===== config.mk =====
export PLATFORM = sky130hd
export DESIGN_NAME = lsu_agu_flat
export DESIGN_NICKNAME = d
export VERILOG_FILES = /design/src/rtl/lsu_agu_if.sv /design/src/rtl/lsu_agu.sv /design/src/flat_wrapper.sv
export SDC_FILE = /design/constraint.sdc
export NUM_CORES = 1
export LEC_CHECK = 0
export BUFFER_PORTS_ARGS = -buffer_cell sky130_fd_sc_hd__buf_2
export CAP_MARGIN = 0
export CORE_MARGIN = 5
export CORE_UTILIZATION = 46
export DETAILED_ROUTE_END_ITERATION = 8
export GPL_TIMING_DRIVEN = 0
export PLACE_DENSITY = 0.7
export SLEW_MARGIN = 10
export SYNTH_ARGS = -nofsm -noshare
export SYNTH_HDL_FRONTEND = slang
export SYNTH_SLANG_ARGS = --single-unit

===== constraint.sdc =====
create_clock -name clk -period 4.8 [get_ports clk]
set_clock_uncertainty 0.15 [all_clocks]
set_input_delay 0.72 -clock clk [delete_from_list [all_inputs] [get_ports clk]]
set_output_delay 0.72 -clock clk [all_outputs]
set_load 0.005 [all_outputs]

===== src/rtl/lsu_agu_if.sv =====
// Decode-side request and memory-side response bundle of the LSU address stage.
// master = upstream/downstream environment, slave = the AGU itself.
interface lsu_agu_if;
    logic        in_valid;
    logic        in_ready;
    logic [31:0] in_base;
    logic [11:0] in_imm;
    logic        in_is_store;
    logic [1:0]  in_size;
    logic [31:0] in_wdata;

    logic        out_valid;
    logic        out_ready;
    logic [31:0] out_addr;
    logic        out_is_store;
    logic [1:0]  out_size;
    logic [31:0] out_wdata;
    logic [3:0]  out_be;
    logic        out_misaligned;

    modport master (
        output in_valid, in_base, in_imm, in_is_store, in_size, in_wdata, out_ready,
        input  in_ready, out_valid, out_addr, out_is_store, out_size, out_wdata,
               out_be, out_misaligned
    );

    modport slave (
        input  in_valid, in_base, in_imm, in_is_store, in_size, in_wdata, out_ready,
        output in_ready, out_valid, out_addr, out_is_store, out_size, out_wdata,
               out_be, out_misaligned
    );
endinterface


===== src/rtl/lsu_agu.sv =====
// LSU effective-address stage: base + sext(imm) in two 16-bit passes through one
// shared Brent-Kung adder, then byte enables / lane-aligned store data.

module bkadder (
    input  logic [15:0] a,
    input  logic [15:0] b,
    input  logic        cin,
    output logic [15:0] sum,
    output logic        cout
);
    always_comb begin
        logic [15:0] g;
        logic [15:0] p;
        g    = a & b;
        p    = a ^ b;
        // Fold carry-in into bit 0 so the prefix tree yields carries directly.
        g[0] = g[0] | (p[0] & cin);
        for (int s = 1; s < 16; s = s * 2)
            for (int i = 2 * s - 1; i < 16; i = i + 2 * s) begin
                g[i] = g[i] | (p[i] & g[i - s]);
                p[i] = p[i] & p[i - s];
            end
        for (int s = 4; s >= 1; s = s / 2)
            for (int i = 3 * s - 1; i < 16; i = i + 2 * s) begin
                g[i] = g[i] | (p[i] & g[i - s]);
                p[i] = p[i] & p[i - s];
            end
        sum  = a ^ b ^ {g[14:0], cin};
        cout = g[15];
    end
endmodule

module lsu_agu_lane #(
    parameter int LANE = 0
) (
    input  logic [1:0]  off,
    input  logic [1:0]  size,
    input  logic        misal,
    input  logic        is_store,
    input  logic [31:0] wdata,
    output logic        be,
    output logic [7:0]  wbyte
);
    localparam logic [1:0] LID = 2'(LANE);
    logic [1:0] idx;

    assign idx = LID - off;

    always_comb begin
        case (size)
            2'b00:   be = (off == LID);
            2'b01:   be = (off[1] == LID[1]);
            2'b10:   be = 1'b1;
            default: be = 1'b0;
        endcase
        if (misal) be = 1'b0;
    end

    // Lane picks source byte (LANE - off); lanes below the offset are shifted-in zeros.
    assign wbyte = (is_store && !misal && off <= LID) ? wdata[{idx, 3'b000} +: 8] : 8'h00;
endmodule

module lsu_agu (
    input  logic     clk,
    input  logic     rst_n,
    lsu_agu_if.slave bus
);
    typedef enum logic [1:0] {S_IDLE, S_LO, S_HI, S_OUT} state_t;

    typedef struct packed {
        logic [31:0] base;
        logic [31:0] imm;
        logic        is_store;
        logic [1:0]  size;
        logic [31:0] wdata;
    } req_t;

    state_t            state_q, state_d;
    req_t              req_q;
    logic [31:0]       addr_q;
    logic              carry_q;
    logic [3:0]        be_q;
    logic [31:0]       wd_q;
    logic              mis_q, st_q;
    logic [1:0]        sz_q;

    logic              acc;
    logic [15:0]       add_a, add_b, add_sum;
    logic              add_cin, add_cout;
    logic              misal;
    logic [3:0]        be_d;
    logic [3:0][7:0]   wd_d;

    always_ff @(posedge clk or negedge rst_n) begin
        if (!rst_n) state_q <= S_IDLE;
        else        state_q <= state_d;
    end

    always_comb begin
        state_d = state_q;
        case (state_q)
            S_IDLE: if (bus.in_valid) state_d = S_LO;
            S_LO:   state_d = S_HI;
            S_HI:   state_d = S_OUT;
            S_OUT:  if (bus.out_ready) state_d = bus.in_valid ? S_LO : S_IDLE;
            default: state_d = S_IDLE;
        endcase
    end

    always_comb begin
        bus.in_ready  = rst_n & ((state_q == S_IDLE) | ((state_q == S_OUT) & bus.out_ready));
        bus.out_valid = (state_q == S_OUT);
        add_a         = req_q.base[15:0];
        add_b         = req_q.imm[15:0];
        add_cin       = 1'b0;
        if (state_q == S_HI) begin
            add_a   = req_q.base[31:16];
            add_b   = req_q.imm[31:16];
            add_cin = carry_q;
        end
    end

    assign acc = bus.in_valid & bus.in_ready;

    bkadder u_add (
        .a    (add_a),
        .b    (add_b),
        .cin  (add_cin),
        .sum  (add_sum),
        .cout (add_cout)
    );

    // Alignment only depends on the low address bits, already registered after LO.
    assign misal = (req_q.size == 2'b11) |
                   ((req_q.size == 2'b01) & addr_q[0]) |
                   ((req_q.size == 2'b10) & (addr_q[1:0] != 2'b00));

    for (genvar l = 0; l < 4; l++) begin : g_lane
        lsu_agu_lane #(.LANE(l)) u_lane (
            .off      (addr_q[1:0]),
            .size     (req_q.size),
            .misal    (misal),
            .is_store (req_q.is_store),
            .wdata    (req_q.wdata),
            .be       (be_d[l]),
            .wbyte    (wd_d[l])
        );
    end

    always_ff @(posedge clk or negedge rst_n) begin
        if (!rst_n) begin
            req_q   <= '0;
            addr_q  <= '0;
            carry_q <= 1'b0;
            be_q    <= '0;
            wd_q    <= '0;
            mis_q   <= 1'b0;
            st_q    <= 1'b0;
            sz_q    <= '0;
        end else begin
            if (acc)
                req_q <= '{base:     bus.in_base,
                           imm:      {{20{bus.in_imm[11]}}, bus.in_imm},
                           is_store: bus.in_is_store,
                           size:     bus.in_size,
                           wdata:    bus.in_wdata};
            if (state_q == S_LO) begin
                addr_q[15:0] <= add_sum;
                carry_q      <= add_cout;
            end
            if (state_q == S_HI) begin
                addr_q[31:16] <= add_sum;
                be_q          <= be_d;
                wd_q          <= wd_d;
                mis_q         <= misal;
                st_q          <= req_q.is_store;
                sz_q          <= req_q.size;
            end
        end
    end

    assign bus.out_addr       = addr_q;
    assign bus.out_be         = be_q;
    assign bus.out_wdata      = wd_q;
    assign bus.out_misaligned = mis_q;
    assign bus.out_is_store   = st_q;
    assign bus.out_size       = sz_q;
endmodule


===== src/flat_wrapper.sv =====
// flat-port wrapper written by rule: the top's interface ports become plain ports
module lsu_agu_flat 
  (clk, rst_n, bus_in_valid, bus_in_base, bus_in_imm, bus_in_is_store, bus_in_size, bus_in_wdata, bus_out_ready, bus_in_ready, bus_out_valid, bus_out_addr, bus_out_is_store, bus_out_size, bus_out_wdata, bus_out_be, bus_out_misaligned);
  lsu_agu_if bus_i ();
  input  logic clk;
  input  logic rst_n;
  input wire logic [$bits(bus_i.in_valid)-1:0] bus_in_valid;
  input wire logic [$bits(bus_i.in_base)-1:0] bus_in_base;
  input wire logic [$bits(bus_i.in_imm)-1:0] bus_in_imm;
  input wire logic [$bits(bus_i.in_is_store)-1:0] bus_in_is_store;
  input wire logic [$bits(bus_i.in_size)-1:0] bus_in_size;
  input wire logic [$bits(bus_i.in_wdata)-1:0] bus_in_wdata;
  input wire logic [$bits(bus_i.out_ready)-1:0] bus_out_ready;
  output wire logic [$bits(bus_i.in_ready)-1:0] bus_in_ready;
  output wire logic [$bits(bus_i.out_valid)-1:0] bus_out_valid;
  output wire logic [$bits(bus_i.out_addr)-1:0] bus_out_addr;
  output wire logic [$bits(bus_i.out_is_store)-1:0] bus_out_is_store;
  output wire logic [$bits(bus_i.out_size)-1:0] bus_out_size;
  output wire logic [$bits(bus_i.out_wdata)-1:0] bus_out_wdata;
  output wire logic [$bits(bus_i.out_be)-1:0] bus_out_be;
  output wire logic [$bits(bus_i.out_misaligned)-1:0] bus_out_misaligned;
  assign bus_i.in_valid = bus_in_valid;
  assign bus_i.in_base = bus_in_base;
  assign bus_i.in_imm = bus_in_imm;
  assign bus_i.in_is_store = bus_in_is_store;
  assign bus_i.in_size = bus_in_size;
  assign bus_i.in_wdata = bus_in_wdata;
  assign bus_i.out_ready = bus_out_ready;
  assign bus_in_ready = bus_i.in_ready;
  assign bus_out_valid = bus_i.out_valid;
  assign bus_out_addr = bus_i.out_addr;
  assign bus_out_is_store = bus_i.out_is_store;
  assign bus_out_size = bus_i.out_size;
  assign bus_out_wdata = bus_i.out_wdata;
  assign bus_out_be = bus_i.out_be;
  assign bus_out_misaligned = bus_i.out_misaligned;
  lsu_agu u_core (.clk(clk), .rst_n(rst_n), .bus(bus_i));
endmodule

==> results.md <==
* Outcome: finished, final reports clean
* Final Hold Fails at 0
* Commonest non-fill, non-tap cell in the layout: buf_2
* Worst-skew pair later-pin latency at 0.42 ns
* TritonCTS clock tree: built
* Post-synth EDFFs at 0
* Share of layout cells above drive strength 1 at 0.418
* Peak supply drop at 0.000453 V
* Avg Cell Area, Syn at 11.9 sq um
* Flop2flop setup slack at 0.24 ns
* Most frequent CP cell: fa_1
* Die area at 0.0192 sq mm
* Post-route DRC at 0
* Vias/cell at 5.15
* H-tree depth at 4
* Reg clk slew, reported paths at 0.06 ns
* Min Clock Period, post-route at 4.56 ns
* GPL Wtd Cong at 0.866
* Detail Placement HPWL at 14.4 mm
* Final Cycle Share at 0.950
* Flip-flop and latch area at 0.00385 sq mm
* Clock buffer count from CTS at 17
* Drt first-iter violations at 398
* Final Instance Area at 0.00933 sq mm
* Count of cell types in the netlist at 41
* Cells on worst reg2reg path at 13
* Final setup viols at 0
* Critical-path cell list: inv_1 -> ha_2 -> buf_2 -> mux2_2 -> fa_1 -> fa_1 -> a211o_1 -> a211o_1 -> a41oi_2 -> o2bb2ai_1 -> fa_1 -> xnor2_1 -> mux2_2
* Crit path buf inv count at 2
* DRT Pass-1 Iters at 5
* Final core occ at 0.568
* Sink Count at 154
* Core ar. at 0.0164 sq mm
* Largest net degree at the start of global routing at 102
* Highest-count cells in the layout ignoring fill and taps: buf_2 (174), dfrtp_1 (154), mux2_2 (119)
* CP Max Fanout at 10
* Antenna violations before repair at 2
* Worst setup EP type: register
* First-pass GRT wire length at 30.7 mm
* Leakage Power at 0.00455 uW
* Dominant synthesized flop cell: dfrtp_1
* Vias in the first global route at 5616
* Postcts setup bufs at 0
* Slowest CP cell: fa_1
* Met3 WL post-DR at 1.29 mm
* Routed WL at 19.3 mm
* Max cap viols at 0
* Multi-input gate area at 0.00332 sq mm
* Global Route Usage Sum at 0.204
* F_max at 219 MHz
* Netlist Area Pre-Place at 0.00762 sq mm
* Power Dens Cells at 828 mW/mm^2
* ANT cells at 0
* Die height at 139 um
* CP required at 4.95 ns
* Avg WL per Cell at 18.5 um
* Port bufs at 156
* IO Pins at 157
* Mapped Cells at 639
* Crit Reg-Reg Endpoint: u_core.bus.out_addr[15]
* Initial Util at 0.464
* Synth Warn # at 0
* Rows at 47
* Nets@finish at 929
* ANT nets after route at 0
* DR top layer: met5
* Net Count, Synth at 754
* CP Data Arrival Time at 4.71 ns
* Count of state elements after synthesis at 154
* Fillers at 1426
* Rel. slew slack at 0.526
* CTS Buffer Depth at 2
* Biggest cell delay along the critical path at 0.45 ns
* Remaining Overflow, GRT at 0
* M1 wire length at 8.19 mm
* Startpoint types: register
* HP Class: input port to asynchronous set/reset pin
* Asr flop ratio synth at 1.00
* Kind of critical path: register to register
* Family with the most delay on the worst path: adder cells
* Pins Over Slew Limit at 0
* Vias post-DR at 5382
* Layout Area Growth over Synthesis at 22.4%
* Clk root buf: clkbuf_16
* Chip width at 139 um
* Post-Place Cell Area at 0.00871 sq mm
* Seq/Total Area, Yosys at 0.506
* Met2 WL at 9.28 mm
* Worst slew pin tran at 0.708 ns
* R2R Path Start: u_core.state_q[0]
-- report_power, final --
part / switching, uW / internal (uW)
clock network: 510 / 885
registers: 397 / 1950
logic: 2090 / 1890
-- per-layer routing --
metal / track usage / vias to the layer above
met5: 0 / -
met4: 0.0705 / 4
met3: 0.0628 / 35
met2: 0.335 / 180
met1: 0.258 / 2596
li1: - / 2567
-- kinds of logic after synthesis --
| group | synth area share |
|---|---|
| simple gates | 0.0351 |
| buf+inv | 0.0593 |
| fa+ha+maj | 0.0614 |
| flops | 0.506 |
| mux | 0.235 |
| compound gates | 0.0953 |
| xor+xnor | 0.00805 |
-- cells in the mapped netlist (2+ instances only) --
library cell,instances,share of area
a211o_1,2,0.0023
a21o_1,6,0.0059
a21oi_1,28,0.018
buf_2,19,0.012
buf_6,2,0.0030
clkbuf_1,11,0.0054
dfrtp_1,154,0.51
fa_1,9,0.024
ha_1,23,0.038
inv_1,76,0.037
mux2_2,119,0.18
mux2_4,10,0.020
mux2i_1,30,0.039
nand2_1,23,0.011
nand2b_1,4,0.0033
nor2_1,24,0.012
o2111ai_1,7,0.0080
o211ai_1,2,0.0020
o21a_1,2,0.0020
o21ai_0,32,0.021
o22ai_1,30,0.025
xnor2_1,7,0.0080
-- state kept, by name (all words and copies together) (netlist names) --
name                       cells
u_core.bus.out_addr           32
u_core.state_q                 2
u_core.bus.out_be              4
u_core.carry_q                 1
u_core.req_q                  79
u_core.bus.out_wdata          32
u_core.bus.out_is_store        1
u_core.bus.out_size            2
u_core.bus.out_misaligned      1
-- final cells by class --
cell class / instances / share of cell area
buffer: 32 / 0.0174
clock buffer: 25 / 0.0542
clock inverter: 6 / 0.0118
inverter: 76 / 0.0306
multi-input combinational: 376 / 0.356
sequential: 154 / 0.413
tap: 220 / 0.0295
timing repair buffer: 157 / 0.0877
-- what timing repair did --
| action | in CTS | in global routing |
|---|---|---|
| hold buffers | 0 | 0 |
| resized for setup | 0 | 1 |
| endpoints found under the setup margin | 3 | 4 |
-- worst max-delay path by stage --
stage | startpoint | end | depth (start not counted)
4_1_cts | u_core.state_q[0] | u_core.bus.out_addr[15] | 13
3_3_place_gp | rst_n | u_core.req_q[26] | 6
3_5_place_dp | u_core.state_q[0] | u_core.bus.out_addr[14] | 13
2_1_floorplan | u_core.state_q[0] | u_core.bus.out_addr[14] | 13
6_report | u_core.state_q[0] | u_core.bus.out_addr[15] | 13
5_1_grt | u_core.state_q[0] | u_core.bus.out_addr[14] | 12
-- per-stage QoR --
| step | cells | setup TNS (ns) | total power, uW | setup WS, ns | hold WS (ns) |
|---|---|---|---|---|---|
| after floorplan | 639 | 0 | 5060 | 0.692 | 0.274 |
| after global placement | 1015 | -12.54 | 6240 | -0.289 | 0.312 |
| after detailed placement | 1016 | 0 | 6330 | 0.0135 | 0.320 |
| after CTS | 1046 | 0 | 7780 | 0.0989 | 0.0675 |
| after global routing | 1046 | -0.00718 | 8330 | -0.00718 | 0.0876 |
| final | 1046 | 0 | 7720 | 0.240 | 0.0656 |
-- worst reg2reg max path, cell delays in order (launching register included) --
cell and delay [ns]:
dfrtp_1 0.40, inv_1 0.15, ha_2 0.33, buf_2 0.29
mux2_2 0.40, fa_1 0.45, fa_1 0.44, a211o_1 0.33
a211o_1 0.35, a41oi_2 0.33, o2bb2ai_1 0.20, fa_1 0.25
xnor2_1 0.10, mux2_2 0.27
No activity file was read; power rests on OpenSTA's default activity.
